### config.mk
export PLATFORM = sky130hd
export DESIGN_NAME = lsu_ctrl
export DESIGN_NICKNAME = d
export VERILOG_FILES = /design/src/rtl/lsu_pkg.sv /design/src/rtl/lsu_lane.sv /design/src/rtl/lsu_ctrl.sv
export SDC_FILE = /design/constraint.sdc
export NUM_CORES = 1
export LEC_CHECK = 0
export BUFFER_PORTS_ARGS = -buffer_cell sky130_fd_sc_hd__buf_2
export CORE_UTILIZATION = 55
export DETAILED_ROUTE_END_ITERATION = 7
export PLACE_DENSITY = 0.85
export SYNTH_ARGS = -nofsm -noshare
export SYNTH_HDL_FRONTEND = slang
export SYNTH_SLANG_ARGS = --single-unit
### constraint.sdc
create_clock -name clk -period 2.9 [get_ports clk]
set_input_delay 0.29 -clock clk [delete_from_list [all_inputs] [get_ports clk]]
set_output_delay 0.29 -clock clk [all_outputs]
set_load 0.02 [all_outputs]
### src/rtl/lsu_pkg.sv
`default_nettype none
// ============================================================================
//  Module      : lsu_pkg
//  Description : Shared types for the load/store controller: access-size
//                encoding, controller state encoding, data width and an
//                alignment helper.
//  Revision    : 1.0  initial release
// ============================================================================
package lsu_pkg;

    localparam int DATA_W = 32;

    // Request size encoding as presented on req_size.
    typedef enum logic [1:0] {
        SZ_BYTE = 2'b00,
        SZ_HALF = 2'b01,
        SZ_WORD = 2'b10,
        SZ_RSVD = 2'b11
    } lsu_size_t;

    // Controller states.
    typedef enum logic [2:0] {
        ST_IDLE   = 3'd0,
        ST_LOAD   = 3'd1,
        ST_WRITE  = 3'd2,
        ST_RMW_RD = 3'd3,
        ST_RMW_WR = 3'd4,
        ST_RESP   = 3'd5
    } lsu_state_t;

    // True when the byte address is not naturally aligned for the size.
    function automatic logic is_misaligned(input lsu_size_t sz, input logic [1:0] lo);
        logic r;
        r = 1'b0;
        if (sz == SZ_HALF && lo[0])        r = 1'b1;
        if (sz == SZ_WORD && lo != 2'b00)  r = 1'b1;
        return r;
    endfunction

endpackage
`default_nettype wire

### src/rtl/lsu_lane.sv
`default_nettype none
// ============================================================================
//  Module      : lsu_lane
//  Description : Combinational byte-lane logic. Extracts and sign/zero
//                extends a byte or halfword from a memory word for loads, and
//                merges right-justified store data into a memory word for
//                sub-word stores.
//  Ports       : i_word     memory word (read data)
//                i_wdata    right-justified store data
//                i_offset   byte offset within the word (addr[1:0])
//                i_size     access size
//                i_unsigned 1 = zero-extend loads, 0 = sign-extend
//                o_load     extracted, extended load value
//                o_merge    i_word with the selected lane replaced
//  Revision    : 1.0  initial release
// ============================================================================
module lsu_lane
    import lsu_pkg::*;
(
    input  logic [DATA_W-1:0] i_word,
    input  logic [DATA_W-1:0] i_wdata,
    input  logic [1:0]        i_offset,
    input  lsu_size_t         i_size,
    input  logic              i_unsigned,
    output logic [DATA_W-1:0] o_load,
    output logic [DATA_W-1:0] o_merge
);

    logic [4:0]        w_shamt;
    logic [DATA_W-1:0] w_shifted;
    logic [DATA_W-1:0] w_mask;
    logic [DATA_W-1:0] w_ins;

    always_comb begin
        // Halfwords live at bit 0 or 16 only, so offset bit 0 is ignored.
        w_shamt = (i_size == SZ_HALF) ? {i_offset[1], 4'b0000} : {i_offset, 3'b000};
        w_shifted = i_word >> w_shamt;
        w_ins     = i_wdata << w_shamt;

        o_load = i_word;
        w_mask = '1;
        case (i_size)
            SZ_BYTE: begin
                o_load = {{24{~i_unsigned & w_shifted[7]}}, w_shifted[7:0]};
                w_mask = 32'h0000_00FF << w_shamt;
            end
            SZ_HALF: begin
                o_load = {{16{~i_unsigned & w_shifted[15]}}, w_shifted[15:0]};
                w_mask = 32'h0000_FFFF << w_shamt;
            end
            default: begin
                o_load = i_word;
                w_mask = '1;
            end
        endcase

        o_merge = (i_word & ~w_mask) | (w_ins & w_mask);
    end

endmodule
`default_nettype wire

### src/rtl/lsu_ctrl.sv
`default_nettype none
// ============================================================================
//  Module      : lsu_ctrl
//  Description : Load/store controller in front of a word-addressed data
//                memory without byte enables. Accepts one request at a time,
//                performs loads, word stores and read-modify-write sub-word
//                stores, and returns aligned, extended load data.
//  Config      : LSU_MISALIGN_TRAP_EN - when defined, misaligned half/word
//                accesses return resp_err without touching memory; when
//                undefined, low address bits are forced to alignment.
//  Ports       : clk/reset             clock, synchronous active-high reset
//                req_*                 request handshake and payload
//                resp_*                one-cycle response with data/error
//                mem_*                 datamem port (combinational read)
//  Revision    : 1.0  initial release
// ============================================================================
module lsu_ctrl #(
    parameter int MEM_WORDS = 128,
    parameter int DATA_W    = 32
) (
    input  logic              clk,
    input  logic              reset,
    input  logic              req_valid,
    output logic              req_ready,
    input  logic              req_write,
    input  logic [1:0]        req_size,
    input  logic              req_unsigned,
    input  logic [31:0]       req_addr,
    input  logic [DATA_W-1:0] req_wdata,
    output logic              resp_valid,
    output logic [DATA_W-1:0] resp_rdata,
    output logic              resp_err,
    output logic              mem_we,
    output logic [31:0]       mem_addr,
    output logic [DATA_W-1:0] mem_wdata,
    input  logic [DATA_W-1:0] mem_rdata
);

    import lsu_pkg::*;

    localparam int IDX_W = $clog2(MEM_WORDS);

    lsu_state_t        r_state;
    lsu_size_t         r_size;
    logic              r_unsigned;
    logic [1:0]        r_offset;
    logic [DATA_W-1:0] r_wdata;

    lsu_size_t         w_size;
    logic [31:0]       w_addr;
    logic              w_err;
    logic [IDX_W-1:0]  w_idx;
    logic              w_accept;
    logic [DATA_W-1:0] w_load;
    logic [DATA_W-1:0] w_merge;
    logic              w_unused;

    assign w_size    = lsu_size_t'(req_size);
    assign req_ready = (r_state == ST_IDLE) && !reset;
    assign w_accept  = req_valid && req_ready;

    always_comb begin
        w_addr = req_addr;
`ifdef LSU_MISALIGN_TRAP_EN
        w_err = (w_size == SZ_RSVD) || is_misaligned(w_size, req_addr[1:0]);
`else
        // Without the trap, misaligned accesses silently round down.
        if (w_size == SZ_HALF) w_addr[0]   = 1'b0;
        if (w_size == SZ_WORD) w_addr[1:0] = 2'b00;
        w_err = (w_size == SZ_RSVD);
`endif
    end

    // Addresses beyond the memory depth wrap: the upper bits are dropped.
    assign w_idx    = w_addr[IDX_W+1:2];
    assign w_unused = ^w_addr[31:IDX_W+2];

    lsu_lane u_lane (
        .i_word     (mem_rdata),
        .i_wdata    (r_wdata),
        .i_offset   (r_offset),
        .i_size     (r_size),
        .i_unsigned (r_unsigned),
        .o_load     (w_load),
        .o_merge    (w_merge)
    );

    always_ff @(posedge clk) begin
        if (reset) begin
            r_state    <= ST_IDLE;
            r_size     <= SZ_BYTE;
            r_unsigned <= 1'b0;
            r_offset   <= 2'b00;
            r_wdata    <= '0;
            resp_valid <= 1'b0;
            resp_err   <= 1'b0;
            resp_rdata <= '0;
            mem_we     <= 1'b0;
            mem_addr   <= '0;
            mem_wdata  <= '0;
        end else begin
            case (r_state)
                ST_IDLE: begin
                    resp_valid <= 1'b0;
                    resp_err   <= 1'b0;
                    mem_we     <= 1'b0;
                    if (w_accept) begin
                        r_size     <= w_size;
                        r_unsigned <= req_unsigned;
                        r_offset   <= w_addr[1:0];
                        r_wdata    <= req_wdata;
                        resp_rdata <= '0;
                        mem_addr   <= {{(32-IDX_W){1'b0}}, w_idx};
                        if (w_err) begin
                            // Errors go straight to the response, memory untouched.
                            r_state    <= ST_RESP;
                            resp_valid <= 1'b1;
                            resp_err   <= 1'b1;
                        end else if (!req_write) begin
                            r_state <= ST_LOAD;
                        end else if (w_size == SZ_WORD) begin
                            r_state   <= ST_WRITE;
                            mem_we    <= 1'b1;
                            mem_wdata <= req_wdata;
                        end else begin
                            r_state <= ST_RMW_RD;
                        end
                    end
                end
                ST_LOAD: begin
                    resp_rdata <= w_load;
                    resp_valid <= 1'b1;
                    r_state    <= ST_RESP;
                end
                ST_WRITE: begin
                    mem_we     <= 1'b0;
                    resp_valid <= 1'b1;
                    r_state    <= ST_RESP;
                end
                ST_RMW_RD: begin
                    // Merge is computed from the word read this cycle and
                    // written back next cycle.
                    mem_wdata <= w_merge;
                    mem_we    <= 1'b1;
                    r_state   <= ST_RMW_WR;
                end
                ST_RMW_WR: begin
                    mem_we     <= 1'b0;
                    resp_valid <= 1'b1;
                    r_state    <= ST_RESP;
                end
                ST_RESP: begin
                    resp_valid <= 1'b0;
                    resp_err   <= 1'b0;
                    resp_rdata <= '0;
                    mem_addr   <= '0;
                    r_state    <= ST_IDLE;
                end
                default: begin
                    mem_we   <= 1'b0;
                    mem_addr <= '0;
                    r_state  <= ST_IDLE;
                end
            endcase
        end
    end

endmodule
`default_nettype wire

==> impl_metrics.py <==
metrics = {
    "outcome": {
        "run_status": "completed",
    },
    "min_path": {
        "min_path_cells": 3,
        "worst_hold_path_type": "input port to register",
        "worstHoldStart": "req_wdata[5]",
        "hold-path-endpoint": "r_wdata[5]",
    },
    "logic_synthesis": {
        "synth.yosys.warnings": 0,
        "synth_edf_count": 0,
        "post_synth_most_frequent_cells": "sky130_fd_sc_hd__nand2_1 (123), sky130_fd_sc_hd__dfxtp_1 (114), sky130_fd_sc_hd__mux2i_1 (56)",
        "synth-async-reset-ratio_pct": 0,
        "synth_largest_type_area_fraction_pct": 36.4,
        "synth.yosys.seq_area_share_pct": 36.4,
        "number_of_distinct_library_cell_variants_in_the_gate_level_netlist_after_synthesis": 46,
        "synthMostInstantiatedCell": "sky130_fd_sc_hd__nand2_1",
        "avgSynthCellArea_um2": 8.52,
        "synth-main-ff-cell": "sky130_fd_sc_hd__dfxtp_1",
        "synth.ff_latch_count": 114,
        "top_cells_by_area_in_the_synthesized_netlist": "sky130_fd_sc_hd__dfxtp_1 (36%), sky130_fd_sc_hd__mux2i_1 (8.9%), sky130_fd_sc_hd__nand2_1 (7.4%), sky130_fd_sc_hd__a211oi_1 (6.1%), sky130_fd_sc_hd__nand3b_1 (4.2%)",
        "netlist_instances": 736,
        "netlist_area_um2": 6270,
        "post-synth-top-area-cell": "sky130_fd_sc_hd__dfxtp_1",
    },
    "clock_tree": {
        "postCtsSetupRepairBufs": 0,
        "clkSlewWorstSetupHoldPaths_ns": 0.06,
        "max-clock-path-buffers": 2,
        "ctsRootBufferMaster": "sky130_fd_sc_hd__clkbuf_16",
        "cts_buffers": 17,
        "clock-sinks": 114,
        "clock_insertion_delay_worst_skew_ns": 0.42,
        "ctsResizeCount": 0,
        "htreeDepth": 4,
        "tritoncts": "yes",
        "post_cts_hold_buffer_count": 0,
    },
    "drt": {
        "number_of_iterations_in_the_first_detailed_routing_pass": 5,
        "vias": 6186,
        "route.detailed.vias_per_inst": 6.09,
        "violation_count_after_the_first_detailed_routing_iteration": 614,
        "ant_nets": 0,
        "routedWlPerCell_um": 18.6,
        "post-route-drc-count": 0,
        "totalWireLength_um": 18900,
    },
    "sta": {
        "slew-limit-headroom_pct": 37.7,
        "final.setup.tns_ns": 0,
        "skew_ns": 0.0112,
        "report.final.hold_viol_count": 0,
        "final.period_utilization_pct": 80.5,
        "timing.final.setup_violations": 0,
        "post-route-min-period_ns": 2.33,
        "fmax_mhz": 428,
        "worst-slew-pin-transition_ns": 0.931,
        "rsz0062_at_grt": "false",
        "finalMaxSlewViolations": 0,
    },
    "final_layout": {
        "fill_cells": 876,
        "drive_gt1_share_pct": 25.6,
        "diodes": 0,
        "finalNetCount": 966,
        "areaGrowthSynthToFinish_pct": 21.0,
    },
    "power": {
        "p_total_mw": 4.67,
        "power.ir.vdd_worst_mv": 0.435,
        "power.density_nw_per_um2": 615,
        "leakage_dissipation_nw": 3.29,
    },
    "critical_path": {
        "worst_setup_path_start_kind": "register",
        "rr_startpoint": "r_offset[1]",
        "timing.critical_path.slowest_stage_cell": "sky130_fd_sc_hd__dfxtp_1",
        "worst_r2r_path_depth": 5,
        "path_max_fanout": 18,
        "regToRegSetupSlack_ns": 0.57,
        "cp_slowest_stage_delay_ns": 0.75,
        "end_kind": "register",
        "timing.critical_path.required_ns": 3.26,
        "timing_worst_setup_path_type": "register to register",
        "worstPathArrival_ns": 2.70,
        "worstReg2RegEnd": "resp_rdata[19]",
        "worstPathCellList": "mux2i_1 > nor4b_1 > nor3_2 > a21oi_2 > a22o_1",
    },
    "floorplanning": {
        "floorplan.die.width_um": 109,
        "num_io_pins": 203,
        "fp.coreArea_um2": 11000,
        "floorplan.die_area_um2": 11800,
        "std_cell_rows": 38,
        "die_outline_height_um": 109,
        "floorplan.initialDensity_pct": 57.1,
    },
    "grt": {
        "grt_max_degree": 84,
        "overall_overflow_remaining_after_global_route": 0,
        "vias_in_the_first_global_route": 5712,
        "grt_antenna_before_repair": 0,
        "grt_first_pass_wirelength_um": 29300,
        "grt_usage_pct": 32.6,
    },
    "placement": {
        "gp_congestion": 0.938,
        "port-buffer-count": 154,
        "dp_hpwl_um": 12800,
    },
    "job": {
        "max-cap-violations": 0,
    },
}
## stage by stage
stage / util (%) / worst slack (ns) / cell area, um2 / hold WS [ns] / cells
6_report: 69.1 / 0.566 / 7590 / 0.0673 / 1016
5_1_grt: 69.1 / 0.386 / 7590 / 0.0680 / 1016
4_1_cts: 69.1 / 0.612 / 7590 / 0.0603 / 1016
3_5_place_dp: 63.6 / 0.628 / 6990 / 0.452 / 984
3_3_place_gp: 63.6 / 0.667 / 6990 / 0.450 / 984
2_1_floorplan: - / 1.09 / 6360 / 0.377 / 760
## state kept, by name, summed over array words and instances, names as in the netlist
name        flops
mem_we          1
resp_rdata     32
r_unsigned      1
r_offset        2
mem_addr        7
r_size          2
resp_valid      1
r_wdata        32
resp_err        1
mem_wdata      32
r_state         3
## kinds of logic after synthesis
logic type,synth area share [%]
AND/OR/NAND/NOR,23.3
AO/OA/AOI/OAI,21.2
flip-flops,36.4
buffers and inverters,8.06
multiplexers,10.7
XOR/XNOR,0.279
other,0.0598
## placed cells by master, fill, tap and decap left out, types with 3 or more instances in the layout
cell,netlist,routed
sky130_fd_sc_hd__a211oi_1,51,51
sky130_fd_sc_hd__a21oi_1,38,37
sky130_fd_sc_hd__a221o_1,7,7
sky130_fd_sc_hd__a221oi_1,15,15
sky130_fd_sc_hd__a22o_1,16,16
sky130_fd_sc_hd__a2bb2oi_1,15,15
sky130_fd_sc_hd__a311o_1,7,7
sky130_fd_sc_hd__and3_1,9,8
sky130_fd_sc_hd__buf_2,17,154
sky130_fd_sc_hd__buf_4,25,19
sky130_fd_sc_hd__clkbuf_16,0,17
sky130_fd_sc_hd__clkinv_4,0,3
sky130_fd_sc_hd__conb_1,1,25
sky130_fd_sc_hd__dfxtp_1,114,112
sky130_fd_sc_hd__inv_1,3,3
sky130_fd_sc_hd__inv_6,0,5
sky130_fd_sc_hd__mux2_2,8,8
sky130_fd_sc_hd__mux2i_1,56,56
sky130_fd_sc_hd__nand2_1,123,123
sky130_fd_sc_hd__nand2b_1,31,31
sky130_fd_sc_hd__nand3_1,26,25
sky130_fd_sc_hd__nand3b_1,35,35
sky130_fd_sc_hd__nor2_1,16,16
sky130_fd_sc_hd__nor2b_1,11,11
sky130_fd_sc_hd__nor3b_1,15,15
sky130_fd_sc_hd__o21ai_0,21,21
sky130_fd_sc_hd__o221ai_1,7,7
## layer usage
metal / track usage (%) / part of all wire, % / wire, um
met3: 7.47 / 9.2 / 1750
met4: 17.7 / 4.1 / 778
met2: 51.6 / 46 / 8750
met1: 41.2 / 40 / 7610
met5: 0 / 0 / 0
## worst max-delay path: cells and delay by family (launching register included)
family / cells / cell delay (ns)
AOI/OAI and AO/OA: 2 / 0.88
muxes: 1 / 0.22
DFF: 1 / 0.75
and+or+nand+nor: 2 / 0.43
## worst max-delay path by stage
stage | slack [ns] | end | startpoint | cells after the start
final | 0.57 | resp_rdata[19] | r_offset[1] | 5
after global routing | 0.39 | resp_rdata[24] | r_offset[1] | 5
after CTS | 0.61 | resp_rdata[19] | r_offset[1] | 5
after detailed placement | 0.63 | resp_rdata[20] | r_offset[1] | 5
after global placement | 0.67 | resp_rdata[20] | r_offset[1] | 5
after floorplan | 1.09 | mem_wdata[27] | r_state[2] | 7
## power breakdown
| group | leakage, nW | internal [mW] | switching (mW) | total, mW |
|---|---|---|---|---|
| clock | 0.289 | 1.29 | 0.844 | 2.13 |
| combinational | 2.07 | 0.276 | 0.468 | 0.744 |
| sequential | 0.929 | 1.68 | 0.111 | 1.79 |
| total | 3.29 | 3.24 | 1.42 | 4.67 |
## area by class of cell
cell class | count | area [um2] | share of cell area [%]
Clock inverter | 15 | 173 | 2.28
Timing Repair Buffer | 174 | 933 | 12.3
Clock buffer | 17 | 425 | 5.61
Multi-Input combinational cell | 553 | 3580 | 47.2
Inverter | 3 | 11.3 | 0.148
Tap cell | 140 | 175 | 2.31
Sequential cell | 114 | 2280 | 30.1
Note: power is estimated with default switching activity, not from simulation.
